`config.mk`:
```
export PLATFORM = sky130hd
export DESIGN_NAME = soma_arb_flat
export DESIGN_NICKNAME = d
export VERILOG_FILES = /design/src/rtl/soma_arb_if.sv /design/src/rtl/soma_arb.sv /design/src/flat_wrapper.sv
export SDC_FILE = /design/constraint.sdc
export NUM_CORES = 1
export LEC_CHECK = 0
export CAP_MARGIN = 0
export CORE_UTILIZATION = 45
export DETAILED_ROUTE_END_ITERATION = 10
export GPL_ROUTABILITY_DRIVEN = 0
export PLACE_DENSITY_LB_ADDON = 0.15
export SETUP_SLACK_MARGIN = 0.4
export SLEW_MARGIN = 20
export SYNTH_ARGS = -nofsm -noshare
export SYNTH_HDL_FRONTEND = slang
export SYNTH_SLANG_ARGS = --single-unit
export TNS_END_PERCENT = 1
```
`constraint.sdc`:
```
create_clock -name clk -period 42 [get_ports clk]
set_input_delay 10.5 -clock clk [delete_from_list [all_inputs] [get_ports clk]]
set_output_delay 10.5 -clock clk [all_outputs]
set_load 0.03 [all_outputs]
```
`src/rtl/soma_arb_if.sv`:
```
// Request/response bundle between NREQ section accumulators and the shared soma adder.
// master = requesters plus result consumer, slave = the arbiter.
interface soma_arb_if #(
   parameter int EXP  = 8,
   parameter int MAN  = 23,
   parameter int NREQ = 4
);
   localparam int W   = EXP + MAN + 1;
   localparam int IDW = (NREQ > 1) ? $clog2(NREQ) : 1;

   logic [NREQ-1:0]   req_valid;
   logic [NREQ-1:0]   req_ready;
   logic [NREQ*W-1:0] req_a;
   logic [NREQ*W-1:0] req_b;
   logic              rsp_valid;
   logic              rsp_ready;
   logic [IDW-1:0]    rsp_id;
   logic [W-1:0]      rsp_data;
   logic              busy;

   modport master (
      output req_valid,
      output req_a,
      output req_b,
      output rsp_ready,
      input  req_ready,
      input  rsp_valid,
      input  rsp_id,
      input  rsp_data,
      input  busy
   );

   modport slave (
      input  req_valid,
      input  req_a,
      input  req_b,
      input  rsp_ready,
      output req_ready,
      output rsp_valid,
      output rsp_id,
      output rsp_data,
      output busy
   );
endinterface

```
`src/rtl/soma_arb.sv`:
```
// Round-robin scheduler sharing one soma FP adder (operand reg -> soma -> result reg).
// Define SOMA_ARB_PRIO_EN to give requester 0 fixed priority; rotation then covers 1..NREQ-1.
module soma_arb #(
   parameter int EXP  = 8,
   parameter int MAN  = 23,
   parameter int NREQ = 4
) (
   input  logic       clk,
   input  logic       rst,
   soma_arb_if.slave  io
);
   localparam int W   = EXP + MAN + 1;
   localparam int IDW = (NREQ > 1) ? $clog2(NREQ) : 1;
   localparam int SW  = MAN + 4;
   localparam int LZW = $clog2(SW + 1);
   localparam logic [EXP-1:0]        EMAX    = '1;
   localparam logic signed [EXP+1:0] EXP_TOP = (EXP+2)'((1 << EXP) - 1);
   localparam logic signed [EXP+1:0] EXP_ONE = (EXP+2)'(1);
   localparam logic [IDW-1:0]        LAST_ID = IDW'(NREQ - 1);
`ifdef SOMA_ARB_PRIO_EN
   localparam logic [IDW-1:0]        WRAP_ID = IDW'(1);
`else
   localparam logic [IDW-1:0]        WRAP_ID = '0;
`endif

   // Single-precision style add: hidden bit plus guard/round/sticky, round to nearest even.
   // Subnormals flush to zero, overflow saturates to infinity, exact cancellation gives +0.
   function automatic logic [W-1:0] soma_add(input logic [W-1:0] a, input logic [W-1:0] b);
      logic                  sx, sy;
      logic [EXP-1:0]        ex, ey, d;
      logic [MAN-1:0]        fx, fy;
      logic [SW-1:0]         xs, ys, ysh, lost, norm;
      logic [SW:0]           sum;
      logic [LZW-1:0]        lz;
      logic                  found, sticky, round_up, carry;
      logic [MAN:0]          rnd;
      logic signed [EXP+1:0] er;
      logic                  a_spec, b_spec, a_nan, b_nan;
      logic [W-1:0]          res;

      a_spec = (a[W-2:MAN] == EMAX);
      b_spec = (b[W-2:MAN] == EMAX);
      a_nan  = a_spec && (a[MAN-1:0] != '0);
      b_nan  = b_spec && (b[MAN-1:0] != '0);

      if (b[W-2:0] > a[W-2:0]) begin
         {sx, ex, fx} = b;
         {sy, ey, fy} = a;
      end else begin
         {sx, ex, fx} = a;
         {sy, ey, fy} = b;
      end

      xs   = (ex == '0) ? '0 : {1'b1, fx, 3'b000};
      ys   = (ey == '0) ? '0 : {1'b1, fy, 3'b000};
      d    = ex - ey;
      lost = '0;
      if (int'(d) >= SW) begin
         ysh    = '0;
         sticky = |ys;
      end else begin
         lost   = ~({SW{1'b1}} << d);
         ysh    = ys >> d;
         sticky = |(ys & lost);
      end
      ysh[0] = ysh[0] | sticky;

      if (sx ^ sy)
         sum = {1'b0, xs} - {1'b0, ysh};
      else
         sum = {1'b0, xs} + {1'b0, ysh};

      lz    = '0;
      found = 1'b0;
      for (int i = SW - 1; i >= 0; i--) begin
         if (!found) begin
            if (sum[i])
               found = 1'b1;
            else
               lz = lz + LZW'(1);
         end
      end

      er = $signed({2'b00, ex});
      if (sum[SW]) begin
         norm = sum[SW:1] | {{(SW-1){1'b0}}, sum[0]};
         er   = er + EXP_ONE;
      end else begin
         norm = sum[SW-1:0] << lz;
         er   = er - $signed((EXP+2)'(lz));
      end

      round_up     = norm[2] & (norm[1] | norm[0] | norm[3]);
      {carry, rnd} = {1'b0, norm[SW-1:3]} + (MAN+2)'(round_up);
      if (carry)
         er = er + EXP_ONE;

      if (!(carry | rnd[MAN]))
         res = '0;
      else if (er >= EXP_TOP)
         res = {sx, EMAX, {MAN{1'b0}}};
      else if (er < EXP_ONE)
         res = {sx, {(W-1){1'b0}}};
      else
         res = {sx, er[EXP-1:0], rnd[MAN-1:0]};

      if (a_nan || b_nan || (a_spec && b_spec && (a[W-1] != b[W-1])))
         res = {1'b0, EMAX, 1'b1, {(MAN-1){1'b0}}};
      else if (a_spec)
         res = a;
      else if (b_spec)
         res = b;
      return res;
   endfunction

   logic [W-1:0]   op_a [NREQ];
   logic [W-1:0]   op_b [NREQ];

   logic           a_v_reg, a_v_next;
   logic [IDW-1:0] a_id_reg, a_id_next;
   logic [W-1:0]   a_op1_reg, a_op1_next;
   logic [W-1:0]   a_op2_reg, a_op2_next;
   logic [IDW-1:0] rr_ptr_reg, rr_ptr_next;
   logic           rsp_valid_reg, rsp_valid_next;
   logic [IDW-1:0] rsp_id_reg, rsp_id_next;
   logic [W-1:0]   rsp_data_reg, rsp_data_next;

   logic           out_free, a_free, take, ptr_adv;
   logic           grant_found;
   logic [IDW-1:0] grant_idx;
   logic [W-1:0]   soma_result;

   genvar gi;
   generate
      for (gi = 0; gi < NREQ; gi++) begin : g_port
         assign op_a[gi]         = io.req_a[gi*W +: W];
         assign op_b[gi]         = io.req_b[gi*W +: W];
         assign io.req_ready[gi] = take && (grant_idx == IDW'(gi));
      end
   endgenerate

   // Rotating search starting at rr_ptr; in priority mode requester 0 overrides it.
   always_comb begin : grant_search
      int             j;
      logic [IDW-1:0] jj;
      j           = 0;
      jj          = '0;
      grant_found = 1'b0;
      grant_idx   = '0;
      for (int k = 0; k < NREQ; k++) begin
         j = int'(rr_ptr_reg) + k;
         if (j >= NREQ)
            j = j - NREQ;
         jj = IDW'(j);
         if (!grant_found && io.req_valid[jj]) begin
            grant_found = 1'b1;
            grant_idx   = jj;
         end
      end
`ifdef SOMA_ARB_PRIO_EN
      if (io.req_valid[0]) begin
         grant_found = 1'b1;
         grant_idx   = '0;
      end
`endif
   end

   assign out_free    = !rsp_valid_reg || io.rsp_ready;
   assign a_free      = !a_v_reg || out_free;
   assign take        = rst && grant_found && a_free;
   assign soma_result = soma_add(a_op1_reg, a_op2_reg);
`ifdef SOMA_ARB_PRIO_EN
   assign ptr_adv     = take && (grant_idx != '0);
`else
   assign ptr_adv     = take;
`endif

   always_comb begin : next_state
      a_v_next       = a_v_reg;
      a_id_next      = a_id_reg;
      a_op1_next     = a_op1_reg;
      a_op2_next     = a_op2_reg;
      rr_ptr_next    = rr_ptr_reg;
      rsp_valid_next = rsp_valid_reg;
      rsp_id_next    = rsp_id_reg;
      rsp_data_next  = rsp_data_reg;

      if (take) begin
         a_v_next   = 1'b1;
         a_id_next  = grant_idx;
         a_op1_next = op_a[grant_idx];
         a_op2_next = op_b[grant_idx];
      end else if (out_free) begin
         a_v_next = 1'b0;
      end

      if (ptr_adv)
         rr_ptr_next = (grant_idx == LAST_ID) ? WRAP_ID : grant_idx + 1'b1;

      // A consumer taking the result while stage A is full refills the output with no bubble.
      if (a_v_reg && out_free) begin
         rsp_valid_next = 1'b1;
         rsp_id_next    = a_id_reg;
         rsp_data_next  = soma_result;
      end else if (io.rsp_ready) begin
         rsp_valid_next = 1'b0;
      end
   end

   always_ff @(posedge clk) begin
      if (!rst) begin
         a_v_reg       <= 1'b0;
         a_id_reg      <= '0;
         a_op1_reg     <= '0;
         a_op2_reg     <= '0;
         rr_ptr_reg    <= '0;
         rsp_valid_reg <= 1'b0;
         rsp_id_reg    <= '0;
         rsp_data_reg  <= '0;
      end else begin
         a_v_reg       <= a_v_next;
         a_id_reg      <= a_id_next;
         a_op1_reg     <= a_op1_next;
         a_op2_reg     <= a_op2_next;
         rr_ptr_reg    <= rr_ptr_next;
         rsp_valid_reg <= rsp_valid_next;
         rsp_id_reg    <= rsp_id_next;
         rsp_data_reg  <= rsp_data_next;
      end
   end

   assign io.rsp_valid = rsp_valid_reg;
   assign io.rsp_id    = rsp_id_reg;
   assign io.rsp_data  = rsp_data_reg;
   assign io.busy      = a_v_reg | rsp_valid_reg;
endmodule

```
`src/flat_wrapper.sv`:
```
// flat-port wrapper written by rule: the top's interface ports become plain ports
module soma_arb_flat 
#(
   parameter int EXP  = 8,
   parameter int MAN  = 23,
   parameter int NREQ = 4
)
  (clk, rst, io_req_valid, io_req_a, io_req_b, io_rsp_ready, io_req_ready, io_rsp_valid, io_rsp_id, io_rsp_data, io_busy);
  soma_arb_if #(.EXP(EXP), .MAN(MAN), .NREQ(NREQ)) io_i ();
  input  logic clk;
  input  logic rst;
  input wire logic [$bits(io_i.req_valid)-1:0] io_req_valid;
  input wire logic [$bits(io_i.req_a)-1:0] io_req_a;
  input wire logic [$bits(io_i.req_b)-1:0] io_req_b;
  input wire logic [$bits(io_i.rsp_ready)-1:0] io_rsp_ready;
  output wire logic [$bits(io_i.req_ready)-1:0] io_req_ready;
  output wire logic [$bits(io_i.rsp_valid)-1:0] io_rsp_valid;
  output wire logic [$bits(io_i.rsp_id)-1:0] io_rsp_id;
  output wire logic [$bits(io_i.rsp_data)-1:0] io_rsp_data;
  output wire logic [$bits(io_i.busy)-1:0] io_busy;
  assign io_i.req_valid = io_req_valid;
  assign io_i.req_a = io_req_a;
  assign io_i.req_b = io_req_b;
  assign io_i.rsp_ready = io_rsp_ready;
  assign io_req_ready = io_i.req_ready;
  assign io_rsp_valid = io_i.rsp_valid;
  assign io_rsp_id = io_i.rsp_id;
  assign io_rsp_data = io_i.rsp_data;
  assign io_busy = io_i.busy;
  soma_arb #(.EXP(EXP), .MAN(MAN), .NREQ(NREQ)) u_core (.clk(clk), .rst(rst), .io(io_i));
endmodule
```
==> results.json, run 1 <==
{
  "cts_hold_buf": 0,
  "drtIter0Drc": 3400,
  "cts_max_level": 3,
  "postCtsSetupRepairBufs": 0,
  "port_buffers": 302,
  "fin_skew_ps": 15.83,
  "start_util_pct": 45.79,
  "synthTopCellsByArea": "nand2_1 (11%), dfxtp_1 (10%), a21oi_1 (5.9%)",
  "drt-wirelength-per-cell_um": 22.03,
  "crit_start": "u_core.a_op1_reg[23]",
  "synth_warnings": 0,
  "final_layout_size_suffix_gt1_share_pct": 6.079,
  "syn_nets": 3463,
  "max_stage_delay_ps": 630,
  "synthesis.area_um2": 20290,
  "ctsResizeCount": 0,
  "start_kind": "register",
  "period_needed_ps": 29010,
  "avgSynthCellArea_um2": 6.537,
  "dr.pass1.iters": 7,
  "ant_nets": 0,
  "worstSetupPathType": "reg -> reg",
  "grt_usage_pct": 35.24,
  "postRouteWirelength_um": 84820,
  "vias_per_cell": 6.540,
  "syn2layout_area_growth_pct": 17.22,
  "async_flop_share_pct": 0,
  "final_common_cell": "nand2_1",
  "tightest_slew_ps": 1136,
  "synth_flop_cell": "dfxtp_1",
  "syn_inst": 3104,
  "drv_slew": 0,
  "nNetsFinal": 3611,
  "crit_slowest_cell": "or4_4",
  "core_um2": 44320,
  "antenna_found_initial": 2,
  "synth_cell_types": 134,
  "synth_edf_count": 0,
  "grt_pass1_wl_um": 130900,
  "hpwl_um": 66500,
  "yosysTopAreaCellShare_pct": 11.43,
  "route.detailed.drc": 0,
  "required_ps": 42280,
  "dieArea_um2": 45950,
  "rsz0062_at_grt": "false",
  "outcome": "finished, final reports clean",
  "die_x_um": 214.4,
  "dr_total_vias": 25187,
  "r2r_cells": 119,
  "max_freq_mhz": 34.47,
  "hold_viol": 0,
  "cts_tree": "built",
  "cp_common_cell": "ha_1",
  "grt_overflow_total": 0,
  "worst_setup_path_end_kind": "register",
  "clk_path_buf_depth": 2,
  "rr_startpoint": "u_core.a_op1_reg[23]",
  "r2r_end": "u_core.io.rsp_data[1]",
  "final_cell_mix": "nand2_1 (618), clkdlybuf4s50_1 (301), a21oi_1 (238)",
  "crit_fanout": 81,
  "yosysSeqAreaShare_pct": 10.26,
  "numCtsBuffers": 9,
  "cap_violations": 0,
  "chipHeight_um": 214.4,
  "cts_root_buf": "clkbuf_16",
  "synth_top_area_cell": "nand2_1",
  "clock_latency_ps": 370,
  "io_pins": 303,
  "cts.sinks": 104,
  "r2r_slack_ps": 12990,
  "num_rows": 77,
  "arrival_ps": 29290,
  "grt_pass1_vias": 23449,
  "fin_setup_tns_ps": 0,
  "path_clk_slew_ps": 70,
  "cp-endpoint": "u_core.io.rsp_data[1]",
  "final-setup-viol-count": 0,
  "hold_class": "reg -> reg",
  "timing.final.crit_share_pct": 69.07,
  "grt_max_degree": 109,
  "relSlewSlack_pct": 24.12,
  "synth-seq-cells": 104
}
[cell families after synthesis]
family,synth area share [%]
buffers and inverters,6.363
XOR/XNOR,6.271
flip-flops,10.26
adder cells (fa/ha/maj),6.006
multiplexers,6.961
AND/OR/NAND/NOR,35.10
AO/OA/AOI/OAI,29.04
[worst min path at each step]
| stage | startpoint | to | depth (start not counted) |
|---|---|---|---|
| 2_1_floorplan | u_core.a_id_reg[0] | u_core.io.rsp_id[0] | 2 |
| 3_3_place_gp | u_core.io.rsp_data[0] | u_core.io.rsp_data[0] | 2 |
| 3_5_place_dp | u_core.io.rsp_data[0] | u_core.io.rsp_data[0] | 2 |
| 4_1_cts | u_core.io.rsp_data[0] | u_core.io.rsp_data[0] | 2 |
| 5_1_grt | u_core.io.rsp_data[0] | u_core.io.rsp_data[0] | 2 |
| 6_report | u_core.io.rsp_data[0] | u_core.io.rsp_data[0] | 2 |
[area by class of cell]
class | instances | area [um2]
clock inverter | 6 | 75.07
antenna | 2 | 5.005
inverter | 93 | 376.6
sequential | 104 | 2082
multi-input combinational | 2709 | 17010
fill | 4466 | 20530
tap | 592 | 740.7
timing repair buffer | 335 | 3263
clock buffer | 10 | 239.0
[per-stage QoR]
step	instance area [um2]	cells	util (%)	setup WS [ps]	hold slack, ps
floorplan	20290	3104	-	16120	441.2
global placement	23460	3832	52.94	14450	439.6
global route	23780	3849	53.66	11270	484.3
finish	23790	3851	53.67	12990	468.3
CTS	23780	3848	53.65	13260	468.1
detailed placement	23460	3832	52.94	13350	454.7
[routing by layer]
layer  part of all wire (%)  vias up  GRT usage [%]
met5                  0.015        -              0
met4                    4.9        2          15.55
met3                     11      343          8.794
met2                     44     1581          56.86
met1                     39    11603          44.23
li1                       -    11658              -
[Yosys cell counts (all sizes together), types with 29 or more instances]
cell	number
nand3	152
a31oi	32
nor3	97
nand4	44
a21oi	240
nand2b	29
a21o	41
o211ai	33
dfxtp	104
and3	62
nor2	232
buf	72
nor4	37
inv	90
or3	34
mux2i	80
nor2b	62
o21ai	220
xor2	48
nand2	621
and2	36
a311oi	39
xnor2	74
clkbuf	125
o31ai	31
ha	95
a211oi	33
[critical path, delay by kind of cell, from the launching register on]
family	cells	cell delay (ps)
flops	1	440
fa+ha+maj	17	5280
buf+inv	11	2150
simple gates	39	9840
compound gates	39	8220
xor+xnor	3	450
mux	10	2470
Power of run 1 is left out: the tool's default activity adds up to more than one toggle a clock period on the data nets, which glitch-free logic cannot reach.
==> inputs of run 2 (changes only) <==
Clock period 42 ns to 26.1 ns, I/O delays scaled along.
==> results.json, run 2 (same netlist as run 1, synthesis figures left out) <==
{
  "crit_fanout": 9,
  "ant_nets": 0,
  "relSlewSlack_pct": 16.27,
  "arrival_ps": 25030,
  "worstSetupPathType": "reg -> reg",
  "io_pins": 303,
  "grt_pass1_wl_um": 133800,
  "nNetsFinal": 3688,
  "diodes": 0,
  "drv_slew": 0,
  "rsz0062_at_grt": "false",
  "outcome": "finished, final reports clean",
  "die_x_um": 214.4,
  "chipHeight_um": 214.4,
  "hold-worst-slack_ps": 461.6,
  "cap_violations": 0,
  "fin_setup_tns_ps": 0,
  "core_um2": 44320,
  "cts_root_buf": "clkbuf_16",
  "start_kind": "register",
  "vias_per_cell": 6.556,
  "finish.instance_area_um2": 24770,
  "hold_class": "reg -> reg",
  "cts_max_level": 3,
  "grt_pass1_vias": 23891,
  "postRouteWirelength_um": 87490,
  "placed_area_um2": 23790,
  "route.detailed.drc": 0,
  "tightest_slew_ps": 1256,
  "numCtsBuffers": 9,
  "worst_setup_path_end_kind": "register",
  "fillers": 4314,
  "final_common_cell": "nand2_1",
  "port_buffers": 302,
  "max_stage_delay_ps": 590,
  "cp_common_cell": "ha_1",
  "dieArea_um2": 45950,
  "clock_latency_ps": 360,
  "dr_total_vias": 25740,
  "cts_hold_buf": 0,
  "drt-wirelength-per-cell_um": 22.28,
  "required_ps": 26340,
  "timing.final.crit_share_pct": 94.96,
  "critPathBufInv": 8,
  "final_layout_size_suffix_gt1_share_pct": 9.778,
  "grt_usage_pct": 36.01,
  "crit_family": "simple AND/OR/NAND/NOR gates",
  "final-setup-viol-count": 0,
  "max_freq_mhz": 40.35,
  "hold_viol": 0,
  "cts_tree": "built",
  "grt_max_degree": 107,
  "cts.sinks": 104,
  "clk_path_buf_depth": 2,
  "grt_overflow_total": 0,
  "period_needed_ps": 24790,
  "final_cell_mix": "nand2_1 (618), clkdlybuf4s50_1 (301), a21oi_1 (236)",
  "start_util_pct": 45.79,
  "path_clk_slew_ps": 80,
  "num_rows": 77,
  "drtIter0Drc": 3175,
  "hpwl_um": 68020,
  "syn2layout_area_growth_pct": 22.08,
  "dr.pass1.iters": 10,
  "crit_slowest_cell": "or4_1",
  "fin_skew_ps": 9.488,
  "antenna_found_initial": 0
}
## run 2: cell count changes in the layout (fill, tap and decap cells not counted), moves of 5 or more
cell / previous run / this run
buf_4: 32 / 102
ha_1: 95 / 87
dfxtp_1: 104 / 97
dfxtp_2: 0 / 7
ha_4: 0 / 7
a211oi_1: 30 / 25
a211oi_2: 2 / 7
nand4_4: 0 / 5
## run 2: layer usage
layer  track usage (%)  up-vias  wire [um]
met4             19.24        0       5078
li1                  -    11822          -
met2             57.92     1704      38780
met1             44.76    11813      34150
met3             7.943      401       9478
met5                 0        -          0
## run 2: worst register-to-register path, delay by kind of cell, from the launching register on
family	cells	cell delay, ps
AO/OA/AOI/OAI	42	7810
XOR/XNOR	3	520
adder cells (fa/ha/maj)	14	4280
buffers and inverters	8	1040
flip-flops	1	430
multiplexers	12	2550
AND/OR/NAND/NOR	37	8060
## run 2: worst paths after layout
check / from / endpoint / slack [ps] / cells past startpoint
setup reg to reg: u_core.a_op2_reg[12] / u_core.io.rsp_data[0] / 1310 / 116
hold reg to reg: u_core.io.rsp_data[18] / u_core.io.rsp_data[18] / 460 / 2
setup / recovery: u_core.a_op2_reg[12] / u_core.io.rsp_data[0] / 1310 / 116
hold / removal: u_core.io.rsp_data[18] / u_core.io.rsp_data[18] / 460 / 2
## run 2: repair_timing
item | in CTS | in global routing
resized for setup | 4 | 72
pin swaps | 2 | 22
buffers inserted | 1 | 28
setup endpoints to repair | 26 | 32
gates cloned | 1 | 4
hold endpoints to repair | 0 | 0
## run 2: area by class of cell
class / count / area (um2) / area share, %
Multi-Input combinational cell: 2713 / 17400 / 70.22
Sequential cell: 104 / 2091 / 8.440
Timing Repair Buffer: 408 / 3851 / 15.55
Clock buffer: 9 / 225.2 / 0.9091
Tap cell: 592 / 740.7 / 2.990
Clock inverter: 7 / 85.08 / 0.3435
Inverter: 93 / 384.1 / 1.551
## run 2: stage by stage
step / std cells / setup WS, ps / utilization, %
global route: 3926 / 98.95 / 55.90
finish: 3926 / 1315 / 55.90
floorplan: 3104 / 446.1 / -
global placement: 3876 / 869.6 / 53.69
CTS: 3894 / 390.0 / 54.49
detailed placement: 3876 / -115.5 / 53.69
Power of run 2 is left out for the same reason.
